**src/rtl/regfile_wr_arbiter_pkg.sv**
```systemverilog
// Shared processor definitions for the register-file write path: default widths,
// the hardwired-zero register, and the requester index encoding.
package regfile_wr_arbiter_pkg;

    localparam int DEF_B    = 32;
    localparam int DEF_W    = 5;
    localparam int ZERO_REG = 0;

    typedef enum logic {
        REQ_ALU = 1'b0,
        REQ_MEM = 1'b1
    } req_idx_t;

    // Writes aimed at the hardwired-zero register are accepted but never issued
    function automatic logic is_zero_reg(input logic [31:0] addr);
        return (addr == 32'(ZERO_REG));
    endfunction

endpackage

```
**src/rtl/regfile_wr_arbiter_rr_arb2.sv**
```systemverilog
// Two-way round-robin grant with its priority pointer; the pointer only moves
// after a contested grant, so a lone requester never disturbs the fairness order.
module rr_arb2
    import regfile_wr_arbiter_pkg::*;
(
    input  logic       clk,
    input  logic       rst_n,
    input  logic       freeze,
    input  logic [1:0] valid,
    output logic [1:0] grant,
    output req_idx_t   rr_ptr
);

    logic contested;

    assign contested = valid[0] && valid[1];

    always_comb begin
        grant = 2'b00;
        if (rst_n && !freeze) begin
            if (contested) begin
                grant[0] = (rr_ptr == REQ_ALU);
                grant[1] = (rr_ptr == REQ_MEM);
            end else begin
                grant = valid;
            end
        end
    end

    always_ff @(posedge clk or negedge rst_n) begin
        if (!rst_n) begin
            rr_ptr <= REQ_ALU;
        end else if (contested && !freeze) begin
            rr_ptr <= grant[0] ? REQ_MEM : REQ_ALU;
        end
    end

endmodule

```
**src/rtl/regfile_wr_arbiter.sv**
```systemverilog
// Arbitrates the ALU and load-unit writeback requests onto the single register-file
// write port through one registered output stage, and counts contention cycles.
module regfile_wr_arbiter
    import regfile_wr_arbiter_pkg::*;
#(
    parameter int B = DEF_B,
    parameter int W = DEF_W
) (
    input  logic         clk,
    input  logic         rst_n,
    input  logic         freeze,
    input  logic         req0_valid,
    input  logic [W-1:0] req0_addr,
    input  logic [B-1:0] req0_data,
    output logic         req0_ready,
    input  logic         req1_valid,
    input  logic [W-1:0] req1_addr,
    input  logic [B-1:0] req1_data,
    output logic         req1_ready,
    output logic         wr_en,
    output logic [W-1:0] w_addr,
    output logic [B-1:0] w_data,
    output logic [15:0]  conflict_cnt
);

    logic [1:0]   grant;
    req_idx_t     rr_ptr;
    logic         transfer;
    logic [W-1:0] sel_addr;
    logic [B-1:0] sel_data;

    rr_arb2 u_arb (
        .clk    (clk),
        .rst_n  (rst_n),
        .freeze (freeze),
        .valid  ({req1_valid, req0_valid}),
        .grant  (grant),
        .rr_ptr (rr_ptr)
    );

    assign req0_ready = grant[0];
    assign req1_ready = grant[1];
    assign transfer   = grant[0] || grant[1];
    assign sel_addr   = grant[1] ? req1_addr : req0_addr;
    assign sel_data   = grant[1] ? req1_data : req0_data;

    always_ff @(posedge clk or negedge rst_n) begin
        if (!rst_n) begin
            wr_en  <= 1'b0;
            w_addr <= '0;
            w_data <= '0;
        end else begin
            wr_en <= transfer && !is_zero_reg(32'(sel_addr));
            if (transfer) begin
                w_addr <= sel_addr;
                w_data <= sel_data;
            end
        end
    end

    // Counts every edge that saw both requesters competing while not frozen
    always_ff @(posedge clk or negedge rst_n) begin
        if (!rst_n) begin
            conflict_cnt <= 16'd0;
        end else if (req0_valid && req1_valid && !freeze && conflict_cnt != 16'hFFFF) begin
            conflict_cnt <= conflict_cnt + 16'd1;
        end
    end

endmodule

```
**config.mk**
```make
export PLATFORM = sky130hd
export DESIGN_NAME = regfile_wr_arbiter
export DESIGN_NICKNAME = d
export VERILOG_FILES = /design/src/rtl/regfile_wr_arbiter_pkg.sv /design/src/rtl/regfile_wr_arbiter_rr_arb2.sv /design/src/rtl/regfile_wr_arbiter.sv
export SDC_FILE = /design/constraint.sdc
export NUM_CORES = 1
export LEC_CHECK = 0
export ABC_AREA = 1
export CAP_MARGIN = 5
export CORE_ASPECT_RATIO = 0.6
export CORE_MARGIN = 2
export CORE_UTILIZATION = 37
export DETAILED_ROUTE_END_ITERATION = 6
export HOLD_SLACK_MARGIN = 0.06
export MAX_ROUTING_LAYER = met4
export PLACE_DENSITY = 0.76
export SETUP_SLACK_MARGIN = 0.02
export SYNTH_ARGS = -nofsm -noshare
export SYNTH_HDL_FRONTEND = slang
export SYNTH_SLANG_ARGS = --single-unit
```
**constraint.sdc**
```tcl
create_clock -name clk -period 1.57 [get_ports clk]
set_input_delay 0.157 -clock clk [delete_from_list [all_inputs] [get_ports clk]]
set_output_delay 0.157 -clock clk [all_outputs]
set_load 0.05 [all_outputs]
```
; ---- After elaboration in Yosys (flattened, before gate mapping)
; Cells that the tools add are included.
[totals]
word_cells = 22
input_bits = 79
output_inout_bits = 56
ff_bits = 55
[op_classes]
mux = 5
bitwise_logic = 1
add_sub_neg = 1
n_eq_ne = 1
reduce_logical = 9
[op_table]
columns = cell, n
row1 = two-way mux 32 bit, 1
row2 = adder 16 x 1 -> 16 bit (second input constant), 1
row3 = != test 16 bit (second input constant), 1
row4 = logical AND 1 bit, 5
row5 = zero test 5 bit, 1
row6 = two-way mux 5 bit, 1
row7 = two-way mux 2 bit, 2
row8 = zero test 1 bit, 2
row9 = logical OR 1 bit, 1
row10 = two-way mux 1 bit, 1
row11 = NOT 1 bit, 1

; ---- Longest topological paths before layout
; Gate-level depths: netlist of run 1.
[logic_depth]
word_depth = 7
depth_mapped = 9

; ---- By module
; A second synthesis of run 1 with hierarchy kept.
[unflattened]
cells_unflattened = 376
area_unflattened_um2 = 2835.2
[modules_own_cells]
columns = module, cells_each, n_inst, seq_area_each_um2, area_each_um2
row1 = regfile_wr_arbiter, 360, 1, 1351.3, 2750.1
row2 = rr_arb2, 16, 1, 25.0, 85.1

; ---- Least setup slack after synthesis of run 1
; No wires, ideal clock.
[synth_timing]
path_kind = reg2reg
start = register conflict_cnt[0]
end = register conflict_cnt[3]
stages_incl_launch_ff = 10
period_less_slack_ns = 1.969
path_buffers = 1
arrival_ns = 1.850
setup_time_ns = 0.118
setup_slack_ns = -0.399
path_cell_list = dfrtp_1 > ha_1 > nand3_2 > nor3_4 > nand3_2 > nand2_4 > inv_4 > buf_6 > nand2_1 > nand2_1
[synth_via]
elab_chain_len = 2
[synth_lines]
columns = item, line
row1 = from (decl), regfile_wr_arbiter.sv:23  ; output logic [15:0] conflict_cnt
row2 = from (signal assigned), regfile_wr_arbiter.sv:66  ; conflict_cnt <= conflict_cnt + 16'd1;
row3 = branches (longest 2 deep; another with adder 16 x 1 -> 16 bit), -
; Parallel ways; which one is timed is not known.
; A chain may end at the register's enable or synchronous reset.

; ---- Worst setup path after layout of run 1
[layout_timing]
start = register conflict_cnt[1]
end = register conflict_cnt[14]
; Same word-level chain as after synthesis.

==> results.yml, run 1 <==
logic_synthesis:
  syn_inst: 364
  synthFlopType: "dfrtp_1"
  async_reset_ff_share_pct: 100
  synthTopCellsByCount: "145 x nand2_1, 74 x nand3_1, 55 x dfrtp_1"
  synth_most_common_cell: "nand2_1"
  synth_area_um2: 2800
  syn_nets: 444
  synth_top_area_share_pct: 49.1
  synth_cell_types: 24
  ys_seq_area_share_pct: 49.1
  synth_edf_count: 0
  synth.largest_area_cell: "dfrtp_1"
  yosysWarnings: 0
  syn_area_per_cell_um2: 7.70
  synth.area.top_cells: "dfrtp_1 49%, nand2_1 19%, nand3_1 13%"
  ys_seq_elements: 55
grt:
  antenna_found_initial: 0
  grt_max_degree: 56
  grt_pass1_vias: 2891
  grt_pass1_wl_um: 14300
  gr-usage-all-layers_pct: 22.5
  grt_overflow_total: 0
run:
  max_cap_viol_count: 0
sta:
  rsz0062_at_grt: "false"
  worstMarginPinSlew_ps: 707
  fmax_mhz: 672
  fin_ws_ps: 82.6
  drv_slew: 0
  hold_viol_final: 0
  period_needed_ps: 1490
  setup_viol: 0
  fin_skew_ps: 7.68
  hold_slack_ps: 19.7
  fin_crit_sh_pct: 94.7
  max_slew_margin_pct: 52.9
  setup_tns_ps: 0
clock_tree:
  cts_tree: "done"
  cts-root-buf: "clkbuf_16"
  numClockSinks: 55
  cts_hold_buf: 0
  ctsHtreeMaxLevel: 2
  clkLatencyLatePin_ps: 290
  cts_buffers: 5
  path_clk_slew_ps: 80
  clock_path_buffers: 2
power:
  ir_drop_mv: 0.631
  p_per_area_nw_per_um2: 1150
  leakagePower_nw: 2.27
worst_setup_path:
  reg2reg_slack_ps: 80
  reg2reg_depth: 8
  critPathKind: "reg2reg"
  crit_start: "conflict_cnt[1]$_DFFE_PN0P_"
  worstPathArrival_ps: 1670
  end_kind: "register"
  crit_end: "conflict_cnt[14]$_DFFE_PN0P_"
  worstPathRequired_ps: 1750
  reg2reg_from: "conflict_cnt[1]$_DFFE_PN0P_"
  cp_max_fo: 13
  r2r_end: "conflict_cnt[14]$_DFFE_PN0P_"
  start_kind: "register"
route:
  drt_iter0_drc: 250
  vias_per_cell: 4.77
  dr.pass1.iters: 4
  drc: 0
  postRouteAntennaNets: 0
  drt-total-wl_um: 8960
  routedWlPerCell_um: 14.1
  num_vias: 3034
place:
  gp_congestion: 0.950
  io_buffer_count: 134
  hpwl_um: 6700
  placed_area_um2: 4400
  place_ws_ps: -179
  dp_cells: 622
floorplanning:
  fp.dieH_um: 71.4
  initial_utilization_pct: 38.4
  pin_count: 135
  die_w_um: 116
  die-area_um2: 8310
  fp-row-count: 24
  coreArea_um2: 7300
finish:
  area_growth_pct: 66.2
  postLayoutCellArea_um2: 4660
  diodes: 0
  stdcell_count: 636
  drive_gt1_share_pct: 24.4
  nets: 611
worst_hold_path:
  hold_path_class: "in2async"
run_status:
  status: "complete, no violations"
==> power by group <==
| group | switching (W) | leakage, nW | internal, W |
|---|---|---|---|
| sequential | 0.000193 | 0.691 | 0.00169 |
| clock | 0.000556 | 0.0719 | 0.000607 |
| combinational | 0.00148 | 1.51 | 0.000832 |
| total | 0.00223 | 2.27 | 0.00313 |
==> sequential cells by signal, indices dropped and copies added (netlist names) <==
register	cells
conflict_cnt	16
u_arb.rr_ptr	1
w_addr	5
w_data	32
wr_en	1
==> worst max-delay path, stage by stage, from the launching register on <==
cell and delay [ps]:
dfrtp_2 390, ha_4 150, nand3_4 90, nor3_4 220, nand3_2 150, nand2_8 140, inv_4 100, nand2_1 80
nand2_1 50
==> logic make-up (layout without fill, tap and decap cells) <==
family                     count (synthesis)  after routing  synth area share [%]
DFF                                       55             55                  49.1
and+or+nand+nor                          248            248                  38.7
adders and majority gates                  1              1                 0.447
AOI/OAI and AO/OA                         11             11                  2.10
buffers and inverters                     38            206                  6.16
xor gates and xnor gates                  11             11                  3.44
==> timing repair <==
item / in CTS / in global routing
pin swaps: 0 / 0
endpoints found under the setup margin: 12 / 16
buffers inserted: 1 / 5
hold endpoints to repair: 0 / 0
gates resized for setup: 6 / 3
==> layout by cell type (no fill, tap or decap), types with 2 or more instances in the layout <==
| master | synthesis | layout |
|---|---|---|
| nor2_4 | 0 | 2 |
| nand4_1 | 6 | 6 |
| clkdlybuf4s50_1 | 0 | 76 |
| clkbuf_16 | 0 | 5 |
| buf_12 | 0 | 5 |
| nand3_1 | 74 | 73 |
| dfrtp_1 | 55 | 46 |
| inv_1 | 20 | 20 |
| nor2_1 | 13 | 13 |
| nand3_4 | 0 | 2 |
| xor2_1 | 3 | 3 |
| nand2_2 | 1 | 2 |
| nand2_1 | 145 | 144 |
| dfrtp_2 | 0 | 9 |
| xnor2_1 | 8 | 8 |
| buf_4 | 0 | 92 |
| o21ai_0 | 9 | 9 |
| inv_4 | 1 | 2 |
==> per-stage QoR <==
| stage | total power [W] | utilization (%) |
|---|---|---|
| 3_3_place_gp | 0.00417 | 60.4 |
| 3_5_place_dp | 0.00421 | 60.4 |
| 2_1_floorplan | 0.00327 | - |
| 6_report | 0.00536 | 63.8 |
| 5_1_grt | 0.00561 | 63.8 |
| 4_1_cts | 0.00539 | 63.0 |
==> layer usage <==
metal  track usage, %  up-vias  share of wire, %
met1             32.5     1408                46
met2             33.5      119                47
met3             4.31        9               6.6
met5                -        -                 0
li1                 -     1498                 -
met4             3.70        0              0.57
==> worst min path at each step <==
stage | from | end | cells past startpoint
after floorplan | rst_n | conflict_cnt[0]$_DFFE_PN0P_ | 0
after global placement | rst_n | w_data[18]$_DFFE_PN0P_ | 2
after detailed placement | rst_n | w_data[19]$_DFFE_PN0P_ | 2
after CTS | rst_n | w_data[19]$_DFFE_PN0P_ | 2
after global routing | rst_n | conflict_cnt[13]$_DFFE_PN0P_ | 2
final | rst_n | conflict_cnt[2]$_DFFE_PN0P_ | 2
==> area by class of cell <==
class,instances,area (µm²)
Clock inverter,3,27.5
Multi-Input combinational cell,271,1320
Timing Repair Buffer,176,1580
Fill cell,640,2640
Clock buffer,5,125
Sequential cell,55,1390
Tap cell,104,130
Inverter,22,87.6
Note: power is estimated with default switching activity, not from simulation.
==> run 2: changes to the inputs <==
- ABC_CLOCK_PERIOD_IN_PS: default -> 1570
==> results of run 2 <==
The final DEF is identical to that of run 1; final timing and power are the same.
==> run 3: changes to the inputs <==
- RECOVER_POWER: default -> 25
==> run 3 against run 2 <==
  * Power hardly changed
  * First-iteration DRC count is 1.6% lower
  * Core utilization hardly changed
  * Sequential cell count stayed put
  * Clock skew stayed put
  * Count of clock-buffer cells in the layout stayed put
  * Die area stayed put
  * Clock power hardly changed
  * Global-route usage stayed put
  * Wire length hardly changed
  * Via count stayed put
  * Worst setup slack stayed put
  * Critical endpoint unchanged
  * Largest cell class unchanged
==> results.yml, run 3 (synthesis results as in run 1) <==
sta:
  fin_skew_ps: 7.68
  fin_crit_sh_pct: 94.7
  setup_tns_ps: 0
  max_slew_margin_pct: 52.8
  worstMarginPinSlew_ps: 708
  drv_slew: 0
  hold_viol_final: 0
  hold_slack_ps: 72.1
  fmax_mhz: 672
  period_needed_ps: 1490
  rsz0062_at_grt: "false"
  setup_viol: 0
clock_tree:
  cts_tree: "done"
  cts-root-buf: "clkbuf_16"
  ctsHtreeMaxLevel: 2
  cts_buffers: 5
  clock_path_buffers: 2
  path_clk_slew_ps: 80
  numClockSinks: 55
  clkLatencyLatePin_ps: 290
  cts_hold_buf: 0
worst_setup_path:
  end_kind: "register"
  reg2reg_from: "conflict_cnt[1]$_DFFE_PN0P_"
  worstPathArrival_ps: 1670
  worstPathRequired_ps: 1750
  cp_max_fo: 13
  reg2reg_slack_ps: 80
  slowest_delay_ps: 390
  start_kind: "register"
  reg2reg_depth: 8
  cp_slowest_cell: "dfrtp_2"
  cpMostUsedCell: "nand2_1"
  path_cells: "ha_4, nand3_4, nor3_4, nand3_2, nand2_8, inv_4, nand2_1, nand2_1"
  r2r_end: "conflict_cnt[14]$_DFFE_PN0P_"
  critPathKind: "reg2reg"
power:
  leakagePower_nw: 2.27
  ir_drop_mv: 0.631
  p_per_area_nw_per_um2: 1150
route:
  num_vias: 3034
  routedWlPerCell_um: 14.1
  dr.pass1.iters: 4
  drt-total-wl_um: 8960
  postRouteAntennaNets: 0
  vias_per_cell: 4.77
  drc: 0
  drt_iter0_drc: 246
place:
  dp_cells: 622
  placed_area_um2: 4400
  hpwl_um: 6700
  io_buffer_count: 134
  gp_congestion: 0.950
floorplanning:
  initial_utilization_pct: 38.4
  coreArea_um2: 7300
  die_w_um: 116
  fp.dieH_um: 71.4
  die-area_um2: 8310
  fp-row-count: 24
  pin_count: 135
finish:
  nets: 611
  mostFrequentLayoutCells: "144 x nand2_1, 92 x buf_4, 76 x clkdlybuf4s50_1"
  stdcell_count: 636
  area_growth_pct: 66.2
  utilization_pct: 63.8
  reg_top3: "w_data: 32 flops, conflict_cnt: 16 flops, w_addr: 5 flops"
  diodes: 0
  postLayoutCellArea_um2: 4660
  top_register: "w_data"
  largest_register_ff_count: 32
  drive_gt1_share_pct: 24.2
  final_common_cell: "nand2_1"
grt:
  grt_pass1_vias: 2891
  grt_overflow_total: 0
  grt_max_degree: 56
  grt_pass1_wl_um: 14300
  gr-usage-all-layers_pct: 22.5
  antenna_found_initial: 0
run_status:
  status: "complete, no violations"
worst_hold_path:
  hold_path_class: "in2async"
run:
  max_cap_viol_count: 0
## run 3: area by class of cell
cell class / instances / area, µm²
Clock buffer: 5 / 125
Clock inverter: 3 / 27.5
Fill cell: 641 / 2640
Inverter: 22 / 87.6
Multi-Input combinational cell: 271 / 1320
Sequential cell: 55 / 1390
Tap cell: 104 / 130
Timing Repair Buffer: 176 / 1580
## run 3: per-layer routing
| metal | global-route usage, % | part of all wire, % | routed length, µm |
|---|---|---|---|
| met2 | 33.5 | 47 | 4170 |
| met1 | 32.5 | 46 | 4150 |
| met3 | 4.31 | 6.6 | 593 |
| met4 | 3.70 | 0.57 | 51 |
| met5 | - | 0 | 0 |
## run 3: what timing repair did
action / 4_1_cts / 5_1_grt
resized for setup: 6 / 3
buffers inserted: 1 / 5
endpoints found under the setup margin: 12 / 16
pin swaps: 0 / 0
## run 3: how the worst max path moves through the flow
stage | startpoint | end | depth (start not counted)
global route | conflict_cnt[1]$_DFFE_PN0P_ | conflict_cnt[11]$_DFFE_PN0P_ | 8
CTS | freeze | req0_ready | 6
finish | conflict_cnt[1]$_DFFE_PN0P_ | conflict_cnt[14]$_DFFE_PN0P_ | 8
detailed placement | freeze | w_data[21]$_DFFE_PN0P_ | 7
floorplan | conflict_cnt[0]$_DFFE_PN0P_ | conflict_cnt[6]$_DFFE_PN0P_ | 9
global placement | freeze | w_data[18]$_DFFE_PN0P_ | 7
## run 3: power breakdown
| part | internal, W | switching [W] | total (W) |
|---|---|---|---|
| combinational | 0.000832 | 0.00148 | 0.00231 |
| clock | 0.000607 | 0.000556 | 0.00116 |
| sequential | 0.00169 | 0.000193 | 0.00188 |
| total | 0.00313 | 0.00223 | 0.00536 |
## run 3: through the flow
| stage | setup slack (ps) | power [W] |
|---|---|---|
| floorplan | -181 | 0.00327 |
| global placement | -85.0 | 0.00417 |
| detailed placement | -179 | 0.00421 |
| CTS | -4.52 | 0.00539 |
| global route | 17.0 | 0.00561 |
| finish | 82.6 | 0.00536 |
## run 3: worst max-delay path: cells and delay by family, from the launching register on
kind / cells / cell delay (ps)
flops: 1 / 390
simple gates: 6 / 730
fa+ha+maj: 1 / 150
buf+inv: 1 / 100
